==> src/rtl/fetch_pkg.sv <==
// Shared types and constants for the instruction fetch stage.
`timescale 1ns/1ps
package fetch_pkg;

  localparam int unsigned XLEN = 32;

  localparam logic [XLEN-1:0] PC_STEP           = 32'd4;
  localparam logic [XLEN-1:0] DEFAULT_BR_OFFSET = 32'd8;
  localparam logic [XLEN-1:0] DEFAULT_RESET_PC  = 32'h0000_0000;

  typedef enum logic [2:0] {
    IDLE,
    FETCH,
    WAIT,
    HOLD,
    DROP
  } fetch_state_e;

  // Instruction register payload handed to decode.
  typedef struct packed {
    logic [XLEN-1:0] instr;
    logic [XLEN-1:0] pc;
  } ir_entry_t;

endpackage

==> src/rtl/fetch_unit.sv <==
// Instruction fetch stage: holds the PC, issues one word read at a time to
// instruction memory and presents the fetched word to decode through a
// valid/ready instruction register. Taken branches redirect the PC to
// br_pc + BR_OFFSET + ext_imm.
//
// Ports:
//   clk, reset_n           clock, async active-low reset
//   imem_req/addr/gnt      read request handshake (addr is always pc)
//   imem_rvalid/rdata      read return, one per granted request
//   ir_valid/ready         instruction register handshake to decode
//   ir_instr/ir_pc         fetched word and the address it came from
//   br_taken/br_pc/ext_imm single-cycle redirect from execute
`timescale 1ns/1ps
module fetch_unit
  import fetch_pkg::*;
#(
  parameter logic [XLEN-1:0] RESET_PC  = DEFAULT_RESET_PC,
  parameter logic [XLEN-1:0] BR_OFFSET = DEFAULT_BR_OFFSET
) (
  input  logic            clk,
  input  logic            reset_n,
  output logic            imem_req,
  output logic [XLEN-1:0] imem_addr,
  input  logic            imem_gnt,
  input  logic            imem_rvalid,
  input  logic [XLEN-1:0] imem_rdata,
  output logic            ir_valid,
  input  logic            ir_ready,
  output logic [XLEN-1:0] ir_instr,
  output logic [XLEN-1:0] ir_pc,
  input  logic            br_taken,
  input  logic [XLEN-1:0] br_pc,
  input  logic [XLEN-1:0] ext_imm
);

  fetch_state_e    state, state_n;
  logic [XLEN-1:0] pc, pc_n;
  logic [XLEN-1:0] target_c;
  ir_entry_t       ir, ir_n;
  logic            ir_valid_n;
  logic            imem_req_n;
  logic            outstanding_c;

  assign imem_addr = pc;
  assign ir_instr  = ir.instr;
  assign ir_pc     = ir.pc;

  // State and datapath registers.
  always_ff @(posedge clk or negedge reset_n) begin
    if (!reset_n) begin
      state    <= IDLE;
      pc       <= RESET_PC;
      ir       <= '0;
      ir_valid <= 1'b0;
      imem_req <= 1'b0;
    end else begin
      state    <= state_n;
      pc       <= pc_n;
      ir       <= ir_n;
      ir_valid <= ir_valid_n;
      imem_req <= imem_req_n;
    end
  end

  // Next-state and datapath update.
  always_comb begin
    state_n       = state;
    pc_n          = pc;
    ir_n          = ir;
    ir_valid_n    = ir_valid;
    target_c      = br_pc + BR_OFFSET + ext_imm;
    // A read is still in flight after this cycle: either one already
    // outstanding that does not return now, or one granted this cycle.
    outstanding_c = (((state == WAIT) || (state == DROP)) && !imem_rvalid) ||
                    ((state == FETCH) && imem_gnt);

    unique case (state)
      IDLE:  state_n = FETCH;
      FETCH: if (imem_gnt) state_n = WAIT;
      WAIT: begin
        if (imem_rvalid) begin
          ir_n.instr = imem_rdata;
          ir_n.pc    = pc;
          pc_n       = pc + PC_STEP;
          ir_valid_n = 1'b1;
          state_n    = HOLD;
        end
      end
      HOLD: begin
        if (ir_valid && ir_ready) begin
          ir_valid_n = 1'b0;
          state_n    = FETCH;
        end
      end
      DROP:  if (imem_rvalid) state_n = FETCH;
      default: state_n = IDLE;
    endcase

    // Redirect overrides everything: no IR load, in-flight data is dropped.
    if (br_taken) begin
      pc_n       = target_c & ~32'd3;
      ir_n       = ir;
      ir_valid_n = 1'b0;
      state_n    = outstanding_c ? DROP : FETCH;
    end

    imem_req_n = (state_n == FETCH);
  end

endmodule

==> config.mk <==
export PLATFORM = sky130hd
export DESIGN_NAME = fetch_unit
export DESIGN_NICKNAME = d
export VERILOG_FILES = /design/src/rtl/fetch_pkg.sv /design/src/rtl/fetch_unit.sv
export SDC_FILE = /design/constraint.sdc
export NUM_CORES = 1
export LEC_CHECK = 0
export CAP_MARGIN = 20
export CORE_AREA = 2 2 119 121
export CTS_CLUSTER_DIAMETER = 120
export DETAILED_ROUTE_END_ITERATION = 6
export DIE_AREA = 0 0 121 123
export PLACE_DENSITY = 0.92
export SETUP_SLACK_MARGIN = 0.05
export SLEW_MARGIN = 20
export SYNTH_ARGS = -nofsm -noshare
export SYNTH_HDL_FRONTEND = slang
export SYNTH_SLANG_ARGS = --single-unit
==> constraint.sdc <==
create_clock -name clk -period 2.2 [get_ports clk]
set_input_delay 0.44 -clock clk [delete_from_list [all_inputs] [get_ports clk]]
set_output_delay 0.44 -clock clk [all_outputs]
set_load 0.02 [all_outputs]
==> summary by stage <==
Setup path
The logic depth of the worst register-to-register path is 7. The worst endpoint required time is 2400 ps. Setup slack on the worst reg-to-reg path comes out at -30 ps.

In this run the worst path has a maximum fanout of 4. The worst setup path is of the input pin to flop kind. The critical path goes through buf_6, ha_4, and3_4, inv_2, fa_2, nand2b_4, a21oi_4, o31a_1, buf_4, a31oi_4, o21ai_4, nand4b_1, o2111ai_1. The startpoint type of the worst setup path is an input pin. STA classifies the critical path endpoint as a flop. Among all stages on the critical path, the largest delay is contributed by fa_2.

The delay of the slowest cell on the worst path is 350 ps. Data on the critical path arrives at its endpoint at just under 3000 ps.

GRT
The first global-routing pass estimated 34.0 mm of wire. The total routing resource utilization after global routing is 0.290. The total overflow left after global routing is 0. The initial antenna violation count is 0. The via count of the first global-routing pass is approximately 6700. Entering global routing, the biggest net connects 45 pins.

The met2 usage in global routing is 0.511. After global routing, the most crowded layer is met2. The routing usage on met1 is 0.340. For this run, global-route usage on met3 was measured as 0.0507.

Clock tree
Counting the buffers created by CTS gives 9. The clock insertion delay at the later pin of the skew report is 340 ps. TritonCTS built the clock tree. The H-tree generated during clock tree synthesis spans 3 levels. No sink is reached through more buffers than the 2 on the longest clock path. The clock transition time at the flip-flop clock pins of the worst setup and hold paths is 70 ps. The total of hold buffers inserted after clock tree synthesis is 0. Counting every sink on the clock net gives 97. The root buffer selected by CTS is clkbuf_16.

Timing
For the final routed database, the setup TNS stands at -7700 ps. The portion of the clock cycle consumed by the worst path in the final layout is 1.26. Setup repair after global routing could not meet its margin everywhere. The total count of hold-check failures in the final report was 0. The final setup violation count is 24.

The final count of pins violating max slew is 0. At the pin with the least slew margin, the transition time is 534 ps. The least setup slack across all paths after layout is -569 ps.

Derived from the worst setup path, the maximum achievable clock frequency is approximately 0.36 GHz. The smallest clock period supported by the final layout is computed as 2770 ps. The worst slew margin relative to its limit is 0.643. For the final database, setup skew stands at 9.42 ps.

Routing
The number of DRC violations after detailed-routing iteration 0 is between 600 and 700. The detailed router placed 6743 vias in this run. The total iterations of the first detailed-routing run is 6. After detailed routing, the number of remaining DRC violations is 0. Once detail routing completed, the nets flagged for antenna violations numbered 0. The via count normalized by instance count is 5.99.

In the final routed layout, each cell accounts on average for 21.1 um. Wires add up to 23.7 mm.

Cells and area
At the end of the flow the core is filled with cells to 0.796. The number of antenna diodes in the final layout is 0. The layout filler cell count is about 730.

Summing all flip-flop and latch instances after layout gives 2430 um2. The number of nets in the finished design is 1103. With fillers left out, the area of the finished cells amounts to about 11000 um2. The fraction of layout instances using a drive strength above 1 is 0.327. The area growth from synthesis to layout is 70.5%. The area of combinational cells with multiple inputs is 4820 um2.

Placed design
The routability congestion estimate is 0.921. Summing all placed instances gives a cell area of 9510 um2. The detailed placement HPWL is ~14 mm. Port buffering added 195 buffers. The worst slack at placement is -1040 ps.

Die
The total area inside the core boundary comes to roughly 14000 um2. The floorplan row count is 43. The die covers 14900 um2. 200 I/O pins were placed. The die extent in x is 121 um. The starting density of the core is 0.467.

The die height is 123 um.

Flow run
The tool flagged a number of max-cap violations equal to 0.

Synth
The cell count after synthesis is 626. After synthesis, the netlist uses 67 different library cells. The flip-flop cell with the highest count after synthesis is dfrtp_1. Sorting the synthesized cells by area gives the leading types as dfrtp_1 (38%), ha_1 (12%), mux2_1 (9.4%). The Yosys step of the flow raised 0 warnings. The flop and latch count out of synthesis is 97. The share of flip-flops with an asynchronous set or reset is 1.00.

Each instance of the synthesized netlist takes up on average 10.2 um2. In this run, synthesis inferred 0 flip-flops with an integrated enable. The mapped netlist covers 6360 um2. The share of synthesized area in the top cell type comes to 0.382. After synthesis, the most frequently instantiated cells are dfrtp_1 (97), ha_1 (60), nand2_1 (54), mux2_1 (53), a21oi_1 (43). The most common cell in the netlist is dfrtp_1. The synthesized design spends more area on one cell type than any other, namely dfrtp_1. Of the synthesized area, sequential elements account for 0.382.

Worst hold path
The worst hold path belongs to the class input pin to asynchronous set/reset pin.

Status
The run finished, with violations left. The final reports fail on negative setup slack.

Power and ir drop
IR analysis of the VDD net gives a maximum drop of ~0.0005 V. In this run the power density over the cells is 909 nW/um2. The analysis attributes to cell leakage a power of between 4 and 5 nW. The post-route total power is 0.00986 W.
[flip-flops by register name, summed over array words and instances, names as in the netlist]
signal	count
ir_instr	32
imem_addr	30
imem_req	1
state	3
ir_valid	1
ir_pc	30
[per-layer routing]
| metal | routed length (um) | up-vias |
|---|---|---|
| li1 | - | 2896 |
| met1 | 8650 | 3213 |
| met2 | 11600 | 481 |
| met3 | 1860 | 153 |
| met4 | 1550 | 0 |
| met5 | 0 | - |
[per-stage QoR]
stage / std cells / hold WS (ps)
final: 1125 / 48.8
after global routing: 1125 / 73.1
after CTS: 1118 / 62.8
after detailed placement: 1075 / 425
after global placement: 1075 / 421
after floorplan: 629 / 144
[critical path: cells and delay by family]
| family | cells | cell delay [ps] |
|---|---|---|
| simple gates | 3 | 550 |
| compound gates | 5 | 1050 |
| buf+inv | 3 | 330 |
| fa+ha+maj | 2 | 590 |
[placed cells by master (no fill, tap or decap), drive strengths merged, types with 5 or more instances in the layout]
cell	synthesis	final
nand4	18	18
o21a	8	8
nor2	36	36
clkdlybuf4s50	0	144
a21o	19	19
inv	12	12
clkbuf	15	15
a21oi	44	44
and2	6	6
nor2b	5	5
dfrtp	97	97
nand2	54	54
xnor2	32	32
dlygate4sd2	0	28
nand2b	6	6
xor2	19	19
mux2	63	63
ha	60	60
a31oi	6	6
buf	15	153
and3	13	13
o21ai	27	27
nand3	11	11
[logic make-up after synthesis]
logic type / share of synthesized area
mux: 0.116
xor+xnor: 0.0702
fa+ha+maj: 0.121
compound gates: 0.142
simple gates: 0.139
buf+inv: 0.0291
other cells: 0.000590
flops: 0.382
[report_power, final]
| part | switching (W) | total, W | internal, W |
|---|---|---|---|
| combinational | 0.00260 | 0.00528 | 0.00268 |
| clock | 0.000639 | 0.00164 | 0.000997 |
| sequential | 0.000481 | 0.00294 | 0.00246 |
[what timing repair did]
action	CTS	global route
endpoints found under the setup margin	27	25
pin swaps	104	39
resized for setup	206	40
setup buffers	28	9
[layout make-up]
class,instances,share of cell area
clock inverter,3,0.00600
multi-input combinational,490,0.444
timing repair buffer,330,0.277
inverter,12,0.00554
sequential,97,0.224
tap,180,0.0208
clock buffer,13,0.0222
[worst paths after layout]
kind                               from             to
max                            br_pc[1]  imem_addr[31]
min                             reset_n  imem_addr[10]
max reg2reg                    state[2]  imem_addr[25]
min reg2reg                ir_instr[13]   ir_instr[13]
max in group asynchronous       reset_n   ir_instr[17]
min in group clk           ir_instr[13]   ir_instr[13]
Note: power is estimated with default switching activity, not from simulation.
